===== config.mk =====
export PLATFORM = sky130hd
export DESIGN_NAME = tdm_demux8_rx
export DESIGN_NICKNAME = d
export VERILOG_FILES = /design/src/rtl/tdm_pkg.sv /design/src/rtl/tdm_slot_cnt.sv /design/src/rtl/tdm_demux8_rx.sv
export SDC_FILE = /design/constraint.sdc
export NUM_CORES = 1
export LEC_CHECK = 0
export CAP_MARGIN = 0
export CORE_ASPECT_RATIO = 0.8
export CORE_MARGIN = 2
export CORE_UTILIZATION = 32
export DETAILED_ROUTE_END_ITERATION = 12
export PLACE_DENSITY = 0.57
export REMOVE_ABC_BUFFERS = 1
export SYNTH_ARGS = -nofsm -noshare
export SYNTH_HDL_FRONTEND = slang
export SYNTH_HIERARCHICAL = 1
export SYNTH_SLANG_ARGS = --single-unit

===== constraint.sdc =====
create_clock -name clk -period 1.79 [get_ports clk]
set_input_delay 0.358 -clock clk [delete_from_list [all_inputs] [get_ports clk]]
set_output_delay 0.358 -clock clk [all_outputs]
set_load 0.02 [all_outputs]

===== src/rtl/tdm_pkg.sv =====
// Shared definitions for the 8-channel TDM link (transmit and receive ends).
// Holds the slot geometry and the receiver framing-state encoding.
package tdm_pkg;

    localparam int TDM_SLOTS  = 8;
    localparam int TDM_SLOT_W = 3;

    typedef enum logic {
        ST_HUNT   = 1'b0,
        ST_LOCKED = 1'b1
    } tdm_state_e;

endpackage


===== src/rtl/tdm_slot_cnt.sv =====
// Slot counter for the TDM receiver: advances on en, clears to 0 (hunt) or 1 (resync).
// wrap flags the last slot of a frame, i.e. the next advance returns to slot 0.
module tdm_slot_cnt
    import tdm_pkg::*;
(
    input  logic                  clk,
    input  logic                  rst_n,
    input  logic                  en,
    input  logic                  clr0,
    input  logic                  clr1,
    output logic [TDM_SLOT_W-1:0] cnt,
    output logic                  wrap
);

    // Clear-to-0 outranks clear-to-1, which outranks a normal advance.
    always_ff @(posedge clk or negedge rst_n) begin
        if (!rst_n) begin
            cnt <= '0;
        end else if (clr0) begin
            cnt <= '0;
        end else if (clr1) begin
            cnt <= TDM_SLOT_W'(1);
        end else if (en) begin
            cnt <= cnt + TDM_SLOT_W'(1);
        end
    end

    assign wrap = (cnt == TDM_SLOT_W'(TDM_SLOTS - 1));

endmodule


===== src/rtl/tdm_demux8_rx.sv =====
// Receive end of the 8-channel TDM link: aligns to the frame strobe, deserialises
// one bit per enabled cycle, and presents all eight channels once per complete frame.
module tdm_demux8_rx
    import tdm_pkg::*;
#(
    parameter bit STRICT = 1'b1
) (
    input  logic                  clk,
    input  logic                  rst_n,
    input  logic                  en,
    input  logic                  din,
    input  logic                  frame,
    output logic                  y0,
    output logic                  y1,
    output logic                  y2,
    output logic                  y3,
    output logic                  y4,
    output logic                  y5,
    output logic                  y6,
    output logic                  y7,
    output logic                  valid,
    output logic [TDM_SLOT_W-1:0] slot,
    output logic                  locked,
    output logic                  frame_err
);

    tdm_state_e             state_q, state_d;
    logic [TDM_SLOTS-2:0]   shadow_q, shadow_d;
    logic [TDM_SLOTS-1:0]   y_q;
    logic                   valid_q, valid_d;
    logic                   err_q, err_d;
    logic                   cap, load, inc, clr0, clr1, wrap;
    logic [TDM_SLOT_W-1:0]  cap_idx;

    tdm_slot_cnt u_slot_cnt (
        .clk   (clk),
        .rst_n (rst_n),
        .en    (inc),
        .clr0  (clr0),
        .clr1  (clr1),
        .cnt   (slot),
        .wrap  (wrap)
    );

    always_ff @(posedge clk or negedge rst_n) begin
        if (!rst_n) begin
            state_q  <= ST_HUNT;
            shadow_q <= '0;
            y_q      <= '0;
            valid_q  <= 1'b0;
            err_q    <= 1'b0;
        end else begin
            state_q  <= state_d;
            shadow_q <= shadow_d;
            valid_q  <= valid_d;
            err_q    <= err_d;
            if (load) begin
                y_q <= {din, shadow_q};
            end
        end
    end

    // Framing decisions for the slot being consumed; nothing moves without en.
    always_comb begin
        state_d = state_q;
        cap     = 1'b0;
        cap_idx = slot;
        inc     = 1'b0;
        clr0    = 1'b0;
        clr1    = 1'b0;
        load    = 1'b0;
        valid_d = 1'b0;
        err_d   = 1'b0;
        if (en) begin
            unique case (state_q)
                ST_HUNT: begin
                    if (frame) begin
                        cap     = 1'b1;
                        cap_idx = '0;
                        clr1    = 1'b1;
                        state_d = ST_LOCKED;
                    end else begin
                        clr0 = 1'b1;
                    end
                end
                ST_LOCKED: begin
                    if (slot == '0) begin
                        if (frame || !STRICT) begin
                            cap     = 1'b1;
                            cap_idx = '0;
                            inc     = 1'b1;
                        end else begin
                            err_d   = 1'b1;
                            clr0    = 1'b1;
                            state_d = ST_HUNT;
                        end
                    end else if (frame) begin
                        // Early sync: abandon the partial frame and restart at slot 0.
                        err_d   = 1'b1;
                        cap     = 1'b1;
                        cap_idx = '0;
                        clr1    = 1'b1;
                    end else if (wrap) begin
                        load    = 1'b1;
                        valid_d = 1'b1;
                        inc     = 1'b1;
                    end else begin
                        cap = 1'b1;
                        inc = 1'b1;
                    end
                end
            endcase
        end
    end

    always_comb begin
        shadow_d = shadow_q;
        for (int i = 0; i < TDM_SLOTS - 1; i++) begin
            if (cap && cap_idx == TDM_SLOT_W'(i)) begin
                shadow_d[i] = din;
            end
        end
    end

    assign {y7, y6, y5, y4, y3, y2, y1, y0} = y_q;
    assign valid     = valid_q;
    assign frame_err = err_q;
    assign locked    = (state_q == ST_LOCKED);

endmodule


== Word-level counts from Yosys, hierarchy flattened ==
Index checks and enable logic that the tools add are counted.

* Register bits: 21
* Input bits: 5
* Output and inout bits: 14
* Word-level logic and storage cells: 62

* $add $sub $neg: 1
* Equal/unequal tests: 7
* Mux-type cells: 31
* Bitwise logic cells: 1
* Reduce and logical (&&, ||, !) cells: 10

{| class="wikitable"
|+ Operators by type and width
! kind !! number
|-
| $mux 1 || 22
|-
| $mux 3 || 5
|-
| $eq 3x3->1 const B || 4
|-
| $pmux 1 s2 || 4
|-
| $logic_and 1x1->1 || 7
|-
| $eq 3x2->1 const B || 2
|-
| $logic_not 3->1 || 2
|-
| $add 3x1->3 const B || 1
|-
| $eq 3x1->1 const B || 1
|-
| $reduce_bool 3->1 || 1
|-
| $not 1->1 || 1
|}

== Logic depth before layout (Yosys ltp) ==
Gate-level depths: netlist of the first run.

* Word-level depth: 7
* Mapped depth: 7
* Depth with buffers taken out: 7

== By module ==
Netlist of the first run, hierarchy kept.

{| class="wikitable"
|+ Modules (own cells, without submodules)
! module !! times used !! cells each !! area each (um^2) !! sequential area each (um^2)
|-
| tdm_demux8_rx || 1 || 60 || 837.1 || 450.4
|-
| tdm_slot_cnt || 1 || 12 || 147.6 || 75.1
|}

== Worst setup path before layout of the first run ==
OpenSTA, ideal clock, no wires.

* Path type: register to register
* Start point: reg u_slot_cnt.cnt[0]
* End point: reg shadow_q[2]
* Library setup time: 0.125 ns
* Arrival time: 1.811 ns
* Required time: 1.665 ns
* Setup slack: -0.146 ns
* Cell stages (with the launch flop): 6
* Path buffers: 0
* Period minus slack after synthesis: 1.936 ns
* Cell sequence: dfrtp_1 -> ha_1 -> ha_1 -> and4bb_2 -> and4bb_2 -> mux2_2

* Longest elaborated chain between the ends: 7
* Elaborated cells between the ends (all ways): 11
* Classes of those cells: 2 x eq/ne; 7 x mux; 2 x reduce/logical

{| class="wikitable"
|+ Ends and longest elaborated chain
! item !! line !! text
|-
| start, declared || tdm_slot_cnt.sv:11 || <nowiki>output logic [TDM_SLOT_W-1:0] cnt,</nowiki>
|-
| start signal, assigned || tdm_slot_cnt.sv:24 || <nowiki>cnt <= cnt + TDM_SLOT_W'(1);</nowiki>
|-
| $eq 3x3->1 || tdm_slot_cnt.sv:28 || <nowiki>assign wrap = (cnt == TDM_SLOT_W'(TDM_SLOTS - 1));</nowiki>
|-
| net wrap || tdm_demux8_rx.sv:32 || <nowiki>logic cap, load, inc, clr0, clr1, wrap;</nowiki>
|-
| $mux 1 || tdm_demux8_rx.sv:103 || <nowiki>end else if (wrap) begin</nowiki>
|-
| $mux 1 || tdm_demux8_rx.sv:97 || <nowiki>end else if (frame) begin</nowiki>
|-
| $mux 1 || tdm_demux8_rx.sv:87 || <nowiki>if (slot == '0) begin</nowiki>
|-
| $pmux 1 s2 || tdm_demux8_rx.sv:75 || <nowiki>unique case (state_q)</nowiki>
|-
| $mux 1 || tdm_demux8_rx.sv:74 || <nowiki>if (en) begin</nowiki>
|-
| $logic_and 1x1->1 || tdm_demux8_rx.sv:119 || <nowiki>if (cap && cap_idx == TDM_SLOT_W'(i)) begin</nowiki>
|-
| end signal, assigned || tdm_demux8_rx.sv:54 || <nowiki>shadow_q <= shadow_d;</nowiki>
|-
| end, declared || tdm_demux8_rx.sv:28 || <nowiki>logic [TDM_SLOTS-2:0] shadow_q, shadow_d;</nowiki>
|}

The timed path passes the listed nets, and every way through them passes these cells.
A chain may end at the register's enable or synchronous reset.

== Final worst setup path of the first run ==
* Start point: reg u_slot_cnt.cnt[0]
* End point: reg shadow_q[1]

Same word-level chain as after synthesis.

==> flow_summary.json, run 1 <==
{
  "status": "completed",
  "p_sw_mw": 0.526,
  "leakage_nw": 0.651,
  "yosys_warnings": 6,
  "fin_crit_sh": 0.971,
  "post_drt_wl_per_cell_um": 12.8,
  "antenna_cells": 0,
  "via_count": 687,
  "rows": 17,
  "cp_data_required_time_ns": 1.93,
  "numCtsBuffers": 3,
  "synth_seq_cells": 21,
  "clock_latency_ns": 0.25,
  "drt-pass1-iter-count": 4,
  "crit_start": "u_slot_cnt/cnt[0]$_DFFE_PN0P_",
  "netSwitchingFraction": 0.320,
  "postSynthCellCount": 72,
  "hpwl_um": 1410,
  "antenna_found_initial": 0,
  "reg2reg_depth": 5,
  "cts_buffer_depth": 2,
  "grt_max_degree": 22,
  "portBuffers": 18,
  "fill_cells": 272,
  "cp_max_fo": 4,
  "post-place-cells": 141,
  "die_y_um": 53.6,
  "slew_violations": 0,
  "finalSetupViolCount": 0,
  "syn_avg_cell_area_um2": 13.7,
  "p_comb_frac": 0.423,
  "timing.final.crit_period_ns": 1.74,
  "yosysUniqueCellTypes": 22,
  "rr_endpoint": "shadow_q[1]$_DFFE_PN0P_",
  "multi_input_comb_area_um2": 460,
  "async_flop_share": 1.00,
  "synth_top_cell_area_share": 0.534,
  "grtUsageTotal": 0.120,
  "viasPerCell": 4.71,
  "finalHoldViolations": 0,
  "p_seq_frac": 0.396,
  "synth-edff-count": 0,
  "initial_core_util": 0.345,
  "synth_ff_type": "dfrtp_1",
  "drv_cap": 0,
  "final_core_util": 0.487,
  "max_freq_ghz": 0.575,
  "routed_wl_um": 1870,
  "ys_seq_area_frac": 0.534,
  "dieArea_um2": 3540,
  "yosysTopAreaCell": "dfrtp_1",
  "layout.nets": 119,
  "end_kind": "flop",
  "grt_pass1_wl_um": 3100,
  "ant_nets": 0,
  "p_per_area_nw_per_um2": 1180,
  "clockPowerShare": 0.181,
  "startpoint_type": "flop",
  "coreArea_um2": 2850,
  "p_int_mw": 1.12,
  "syn_to_final_growth_pct": 40.9,
  "synth_common_cells": "21 x dfrtp_1, 15 x mux2_2, 5 x ha_1",
  "peakVddDrop_v": 0.000682,
  "stdcell_count": 146,
  "die_w_um": 66.0,
  "gr-total-overflow": 0,
  "clock-sinks": 21,
  "grt_pass1_vias": 688,
  "hold_path_class": "input pin to asynchronous set/reset pin",
  "relSlewSlack": 0.807,
  "htreeDepth": 1,
  "r2r_setup_slack_ns": 0.05,
  "drc": 0,
  "regArea_um2": 527,
  "ys_top_cells_by_area": "dfrtp_1 53%, mux2_2 17%, ha_1 6.4%",
  "io_pins": 19,
  "root_buffer": "clkbuf_8",
  "cts_tree": "built",
  "drive_above_1_share": 0.398,
  "worstPathArrival_ns": 1.88,
  "rr_startpoint": "u_slot_cnt/cnt[0]$_DFFE_PN0P_",
  "gp_congestion": 0.710,
  "skew_ns": 0.00158,
  "rsz0062_at_grt": "yes",
  "syn_area_um2": 985,
  "critPathKind": "flop to flop",
  "drtIter0Drc": 12,
  "yosysMostFrequentCell": "dfrtp_1",
  "tightest_slew_ns": 0.288,
  "clk_pin_slew_worst_paths_ns": 0.07
}
-- sequential cells by signal (all words and copies together), names as in the netlist --
name and cells:
u_slot_cnt/cnt 3, frame_err 1, y_q 8, shadow_q 7
valid 1, locked 1
-- area by class of cell --
class / instances / share of cell area
Tap cell: 38 / 0.0343
Multi-Input combinational cell: 47 / 0.332
Sequential cell: 21 / 0.380
Clock buffer: 4 / 0.0325
Inverter: 3 / 0.00992
Timing Repair Buffer: 33 / 0.212
-- metal layers --
layer,GRT usage,vias to the layer above,wire length [µm]
li1,-,331,-
met1,0.157,340,886
met2,0.190,16,849
met3,0.0523,0,130
met4,0.0204,0,0
met5,0,-,0
-- critical path: stages (launching register included) --
cell and delay [ns]:
dfrtp_1 0.42, ha_2 0.20, ha_2 0.17, and4bb_2 0.30, and4bb_2 0.24, mux2_4 0.29
-- stage by stage --
stage	setup TNS [ns]	hold WS (ns)	total power, mW	instance area [µm²]	setup WS, ns
global route	-0.172	0.457	1.77	1390	-0.0409
global placement	-2.15	0.486	1.30	1310	-0.157
detailed placement	-2.22	0.490	1.31	1310	-0.157
finish	0	0.434	1.64	1390	0.0516
floorplan	-0.418	0.0624	1.02	980	-0.147
CTS	0	0.438	1.61	1360	0.00817
-- how the worst max path moves through the flow --
stage,end,slack [ns],cells past startpoint
final,shadow_q[1]$_DFFE_PN0P_,0.05,5
after global routing,u_slot_cnt/cnt[1]$_DFFE_PN0P_,-0.04,7
after CTS,locked,0.008,1
after detailed placement,u_slot_cnt/cnt[2]$_DFFE_PN0P_,-0.16,6
after global placement,y_q[4]$_DFFE_PN0P_,-0.16,5
after floorplan,shadow_q[2]$_DFFE_PN0P_,-0.15,5
-- timing repair --
item                                    in CTS  in global routing
resized for setup                            2                  8
pin swaps                                    1                  2
endpoints found under the setup margin       3                 18
setup buffers                                0                  1
hold buffers                                 0                  0
-- kinds of logic (layout without fill, tap and decap cells) --
kind of cell | Yosys count | count (layout) | synth area share
DFF | 21 | 21 | 0.534
and+or+nand+nor | 19 | 19 | 0.154
muxes | 18 | 18 | 0.202
adders and majority gates | 5 | 5 | 0.0635
AOI/OAI and AO/OA | 4 | 4 | 0.0216
buffers and inverters | 4 | 40 | 0.0165
xor gates and xnor gates | 1 | 1 | 0.00890
-- power groups by stage --
stage,sequential [mW],combinational (mW),clock [mW]
final,0.651,0.695,0.297
after detailed placement,0.655,0.652,0
after global routing,0.665,0.764,0.340
after global placement,0.656,0.642,0
after CTS,0.647,0.651,0.312
after floorplan,0.731,0.288,0
-- cells in the final DEF, fill, tap and decap left out, drive strengths merged, types with 3 or more instances in the layout --
master / instances
clkdlybuf4s50: 16
nand4b: 3
clkbuf: 4
buf: 15
and4bb: 3
mux2i: 3
dfrtp: 21
nand2: 3
mux2: 15
ha: 5
inv: 3
No activity file was read; power rests on OpenSTA's default activity.
==> inputs of run 2 (changes only) <==
--- a/config.mk
+++ b/config.mk
@@ -11,8 +11,10 @@
 export CORE_UTILIZATION = 32
 export DETAILED_ROUTE_END_ITERATION = 12
 export PLACE_DENSITY = 0.57
+export RECOVER_POWER = 25
 export REMOVE_ABC_BUFFERS = 1
 export SYNTH_ARGS = -nofsm -noshare
 export SYNTH_HDL_FRONTEND = slang
 export SYNTH_HIERARCHICAL = 1
 export SYNTH_SLANG_ARGS = --single-unit
+export TNS_END_PERCENT = 100
==> run 2 against run 1 <==
Register-to-register slack about the same. Sequential power about the same. Core utilization decreased by 0.13 points. Global-route usage unchanged. First-iteration DRC count unchanged. Clock power about the same. Clock skew increased by 0.00076 ns. Worst setup slack got worse by 0.00077 ns. Routed wire length decreased by 0.21%. Sequential cell count unchanged. Critical endpoint unchanged. Largest power group unchanged.
==> flow_summary.json, run 2 (synthesized netlist as in run 1, its figures left out) <==
{
  "gr-total-overflow": 0,
  "numCtsBuffers": 3,
  "layout.nets": 119,
  "drive_above_1_share": 0.389,
  "end_kind": "flop",
  "p_sw_mw": 0.529,
  "routed_wl_um": 1860,
  "hpwl_um": 1410,
  "via_count": 679,
  "grt_pass1_vias": 688,
  "clock_latency_ns": 0.25,
  "dieArea_um2": 3540,
  "reg2reg_depth": 5,
  "relSlewSlack": 0.282,
  "gp_congestion": 0.710,
  "hold_path_class": "flop to flop",
  "portBuffers": 18,
  "ant_nets": 0,
  "status": "completed",
  "top_regs": "y_q: 8 flops, shadow_q: 7 flops, u_slot_cnt/cnt: 3 flops",
  "die_y_um": 53.6,
  "initial_core_util": 0.345,
  "max_freq_ghz": 0.575,
  "p_int_mw": 1.11,
  "grtUsageTotal": 0.120,
  "finalSetupViolCount": 0,
  "r2r_setup_slack_ns": 0.05,
  "drv_cap": 0,
  "largest_reg_flops": 8,
  "worstPathArrival_ns": 1.88,
  "die_w_um": 66.0,
  "clk_pin_slew_worst_paths_ns": 0.07,
  "regArea_um2": 527,
  "syn_to_final_growth_pct": 40.5,
  "antenna_found_initial": 0,
  "io_pins": 19,
  "startpoint_type": "flop",
  "root_buffer": "clkbuf_8",
  "pre_cts_ws_ns": -0.157,
  "cts_buffer_depth": 2,
  "fin_ws_ns": 0.0508,
  "drtIter0Drc": 12,
  "drc": 0,
  "grt_pass1_wl_um": 3100,
  "netSwitchingFraction": 0.322,
  "cts_tree": "built",
  "p_comb_frac": 0.422,
  "peakVddDrop_v": 0.000681,
  "layout_commonest_cell": "dfrtp_1",
  "fin_crit_sh": 0.972,
  "fill_cells": 274,
  "coreArea_um2": 2850,
  "post_drt_wl_per_cell_um": 12.8,
  "final_cell_mix": "20 x dfrtp_1, 15 x clkdlybuf4s50_1, 14 x buf_4",
  "rr_startpoint": "u_slot_cnt/cnt[0]$_DFFE_PN0P_",
  "crit_start": "u_slot_cnt/cnt[0]$_DFFE_PN0P_",
  "rr_endpoint": "shadow_q[1]$_DFFE_PN0P_",
  "rows": 17,
  "skew_ns": 0.00234,
  "viasPerCell": 4.65,
  "finalHoldViolations": 0,
  "top_register": "y_q",
  "htreeDepth": 1,
  "multi_input_comb_area_um2": 460,
  "slew_violations": 0,
  "cp_max_fo": 4,
  "drt-pass1-iter-count": 4,
  "p_seq_frac": 0.396,
  "hold_buffers": 0,
  "clock-sinks": 21,
  "clockPowerShare": 0.182,
  "timing.final.crit_period_ns": 1.74,
  "final_core_util": 0.486,
  "grt_max_degree": 22,
  "tightest_slew_ns": 1.08,
  "cp_data_required_time_ns": 1.93,
  "critPathKind": "flop to flop",
  "crit_path_end": "shadow_q[1]$_DFFE_PN0P_",
  "rsz0062_at_grt": "yes",
  "p_per_area_nw_per_um2": 1190,
  "leakage_nw": 0.647,
  "antenna_cells": 0
}
-- run 2: cell count changes in the layout (fill, tap and decap cells not counted), sizes merged --
cell / delta
dlygate4sd3: +1
clkdlybuf4s50: -1
clkbuf: +1
buf: -1
-- run 2: power by group through the flow --
stage          Clock, mW  Combinational, mW  Sequential, mW
2_1_floorplan          0              0.288           0.731
3_3_place_gp           0              0.642           0.656
3_5_place_dp           0              0.652           0.655
4_1_cts            0.312              0.651           0.647
5_1_grt            0.340              0.762           0.665
6_report           0.299              0.694           0.651
-- run 2: routing by layer --
layer | up-vias | track usage | share of wire | wire length [µm]
met5 | - | 0 | 0 | 0
met4 | 0 | 0.0204 | 0 | 0
met2 | 16 | 0.190 | 0.45 | 843
met3 | 0 | 0.0523 | 0.070 | 130
li1 | 331 | - | - | -
met1 | 332 | 0.157 | 0.48 | 890
-- run 2: worst min-delay path by stage --
stage / start / cells past startpoint / end
floorplan: rst_n / 0 / frame_err$_DFF_PN0_
global placement: shadow_q[0]$_DFFE_PN0P_ / 1 / y_q[0]$_DFFE_PN0P_
detailed placement: shadow_q[3]$_DFFE_PN0P_ / 1 / y_q[3]$_DFFE_PN0P_
CTS: rst_n / 2 / locked$_DFFE_PN0P_
global route: shadow_q[3]$_DFFE_PN0P_ / 1 / shadow_q[3]$_DFFE_PN0P_
finish: shadow_q[0]$_DFFE_PN0P_ / 1 / y_q[0]$_DFFE_PN0P_
-- run 2: critical path: stages (launching register included) --
cell and delay [ns]:
dfrtp_1 0.42, ha_2 0.20, ha_2 0.17, and4bb_2 0.30, and4bb_2 0.24, mux2_4 0.29
-- run 2: cell type report --
| cell class | count | area share |
|---|---|---|
| flip-flops and latches | 21 | 0.381 |
| multi-input cells | 47 | 0.333 |
| repair buffers | 33 | 0.210 |
| well taps | 38 | 0.0344 |
| clock buffers | 4 | 0.0325 |
| inverters | 3 | 0.00995 |
-- run 2: timing repair --
action | 4_1_cts | 5_1_grt
resized for setup | 2 | 8
setup buffers | 0 | 1
hold endpoints to repair | 0 | 0
pin swaps | 1 | 2
endpoints found under the setup margin | 3 | 18
-- run 2: metrics by stage --
stage	TNS, ns	power [mW]	std cells	area (µm²)	hold slack, ns
after global routing	-0.181	1.77	146	1380	0.529
after floorplan	-0.418	1.02	71	980	0.0624
after detailed placement	-2.22	1.31	141	1310	0.490
after global placement	-2.15	1.30	141	1310	0.486
final	0	1.64	146	1380	0.507
after CTS	0	1.61	145	1360	0.438
==> inputs of run 3 (changes only) <==
==> constraint.sdc (replaced) <==
create_clock -name clk -period 1.59 [get_ports clk]
set_input_delay 0.3975 -clock clk [delete_from_list [all_inputs] [get_ports clk]]
set_output_delay 0.3975 -clock clk [all_outputs]
set_load 0.02 [all_outputs]
==> run 3 against run 2 <==
The run now ends with setup timing left. Sequential cell count unchanged. Core utilization up 6.3 points. Register-to-register slack worse by 0.19 ns. Combinational power up 63%. Clock skew up 0.0041 ns. Total power up 34%. Maximum frequency up 0.63%. Worst setup slack worse by 0.19 ns.
==> flow_summary.json, run 3 (synthesized netlist as in run 1, its figures left out) <==
{
  "via_count": 710,
  "max_freq_ghz": 0.579,
  "hold_path_class": "flop to flop",
  "end_kind": "flop",
  "rsz0062_at_grt": "yes",
  "pre_cts_ws_ns": -0.418,
  "clk_pin_slew_worst_paths_ns": 0.08,
  "critPathMaxStageDelay_ns": 0.39,
  "antenna_cells": 0,
  "die_y_um": 53.6,
  "slew_violations": 0,
  "design_area_um2": 1560,
  "reg2reg_depth": 6,
  "hold_depth": 1,
  "finalHoldViolations": 0,
  "layout.nets": 128,
  "largest_reg_flops": 8,
  "startpoint_type": "flop",
  "fill_cells": 270,
  "cp_max_fo": 4,
  "cts_tree": "built",
  "clock-sinks": 21,
  "crit_chain": "ha_2 > ha_4 > and4bb_2 > buf_6 > nand4b_1 > mux2_4",
  "final_cell_mix": "21 x dfrtp_1, 17 x buf_4, 11 x mux2_4",
  "top_regs": "y_q: 8 flops, shadow_q: 7 flops, u_slot_cnt/cnt: 3 flops",
  "root_buffer": "clkbuf_8",
  "cts_buffer_depth": 2,
  "io_pins": 19,
  "grt_pass1_wl_um": 3550,
  "p_per_area_nw_per_um2": 1410,
  "htreeDepth": 1,
  "relSlewSlack": 0.668,
  "failed_checks": "setup timing",
  "viasPerCell": 4.58,
  "critPathKind": "flop to flop",
  "numCtsBuffers": 3,
  "drc": 0,
  "gp_congestion": 0.765,
  "initial_core_util": 0.345,
  "portBuffers": 18,
  "clock_latency_ns": 0.26,
  "routed_wl_um": 2160,
  "drive_above_1_share": 0.547,
  "drv_cap": 0,
  "peakVddDrop_v": 0.000704,
  "drtIter0Drc": 19,
  "antenna_found_initial": 0,
  "finalSetupViolCount": 17,
  "post_drt_wl_per_cell_um": 13.9,
  "grt_pass1_vias": 710,
  "status": "complete, but fails checks",
  "timing.final.crit_period_ns": 1.73,
  "cp_slowest_cell": "dfrtp_1",
  "ant_nets": 0,
  "hpwl_um": 1450,
  "fin_ws_ns": -0.138,
  "gr-total-overflow": 0,
  "placed_cell_area_um2": 1340,
  "worstPathArrival_ns": 1.87,
  "dieArea_um2": 3540,
  "syn_to_final_growth_pct": 58.7,
  "cp_data_required_time_ns": 1.74,
  "coreArea_um2": 2850,
  "tightest_slew_ns": 0.499,
  "grtUsageTotal": 0.136,
  "skew_ns": 0.00642,
  "rows": 17,
  "drt-pass1-iter-count": 4,
  "top_register": "y_q",
  "die_w_um": 66.0,
  "fin_crit_sh": 1.09,
  "leakage_nw": 0.796,
  "layout_commonest_cell": "dfrtp_1",
  "grt_max_degree": 22
}
## run 3: changes by cell type in the layout (fill, tap and decap cells not counted), moves of 2 or more
cell / change
ha_1: -3
buf_6: +6
nor3_1: -2
mux2_4: +9
buf_4: +3
nor3_2: +2
dlygate4sd2_1: +9
ha_4: +4
clkbuf_2: +4
mux2_2: -9
dlymetal6s2s_1: +2
clkdlybuf4s50_1: -14
## run 3: where the power goes
part           internal, mW  total (mW)  switching (mW)
sequential            0.645       0.721          0.0754
clock                 0.178       0.344           0.166
combinational         0.633        1.13           0.499
total                  1.46        2.20           0.740
## run 3: area by class of cell
| type | instances | area (µm²) | area share |
|---|---|---|---|
| Clock buffer | 4 | 45.0 | 0.0288 |
| Inverter | 3 | 13.8 | 0.00881 |
| Multi-Input combinational cell | 47 | 571 | 0.365 |
| Sequential cell | 21 | 526 | 0.336 |
| Tap cell | 38 | 47.5 | 0.0304 |
| Timing Repair Buffer | 42 | 360 | 0.231 |
## run 3: critical path, delay by kind of cell, from the launching register on
kind                       cells  cell delay (ns)
and+or+nand+nor                2             0.44
DFF                            1             0.39
adders and majority gates      2             0.37
muxes                          1             0.32
buffers and inverters          1             0.11
## run 3: metal layers
layer | global-route usage | vias to the layer above | routed length, µm | part of all wire
met5 | 0 | - | 0 | 0
met4 | 0.0102 | 0 | 0 | 0
met3 | 0.0481 | 0 | 98 | 0.045
met2 | 0.217 | 14 | 983 | 0.45
met1 | 0.189 | 350 | 1080 | 0.50
li1 | - | 346 | - | -
## run 3: through the flow
stage,instances,setup TNS (ns),hold slack [ns],power [mW],utilization
global route,155,-2.54,0.530,2.34,0.548
CTS,155,-1.86,0.494,2.17,0.543
global placement,144,-6.22,0.482,1.53,0.468
detailed placement,144,-6.46,0.492,1.56,0.468
finish,155,-1.72,0.507,2.20,0.548
floorplan,71,-3.63,0.102,1.15,-
## run 3: path summary, 6_finish.rpt
kind	from	end	slack, ns
worst max-delay path	u_slot_cnt/cnt[1]$_DFFE_PN0P_	shadow_q[3]$_DFFE_PN0P_	-0.14
worst min-delay path	y_q[3]$_DFFE_PN0P_	y_q[3]$_DFFE_PN0P_	0.51
worst max register to register	u_slot_cnt/cnt[1]$_DFFE_PN0P_	shadow_q[3]$_DFFE_PN0P_	-0.14
worst min register to register	y_q[3]$_DFFE_PN0P_	y_q[3]$_DFFE_PN0P_	0.51
max in group asynchronous	rst_n	shadow_q[1]$_DFFE_PN0P_	0.62
min in group asynchronous	rst_n	locked$_DFFE_PN0P_	0.63
## run 3: repair_timing
| item | 4_1_cts | 5_1_grt |
|---|---|---|
| setup buffers | 7 | 0 |
| gates resized for setup | 46 | 12 |
| hold buffers | 0 | 0 |
| cloned | 0 | 0 |
| endpoints found under the hold margin | 0 | 0 |
| setup endpoints to repair | 29 | 22 |
| pin swaps | 9 | 8 |
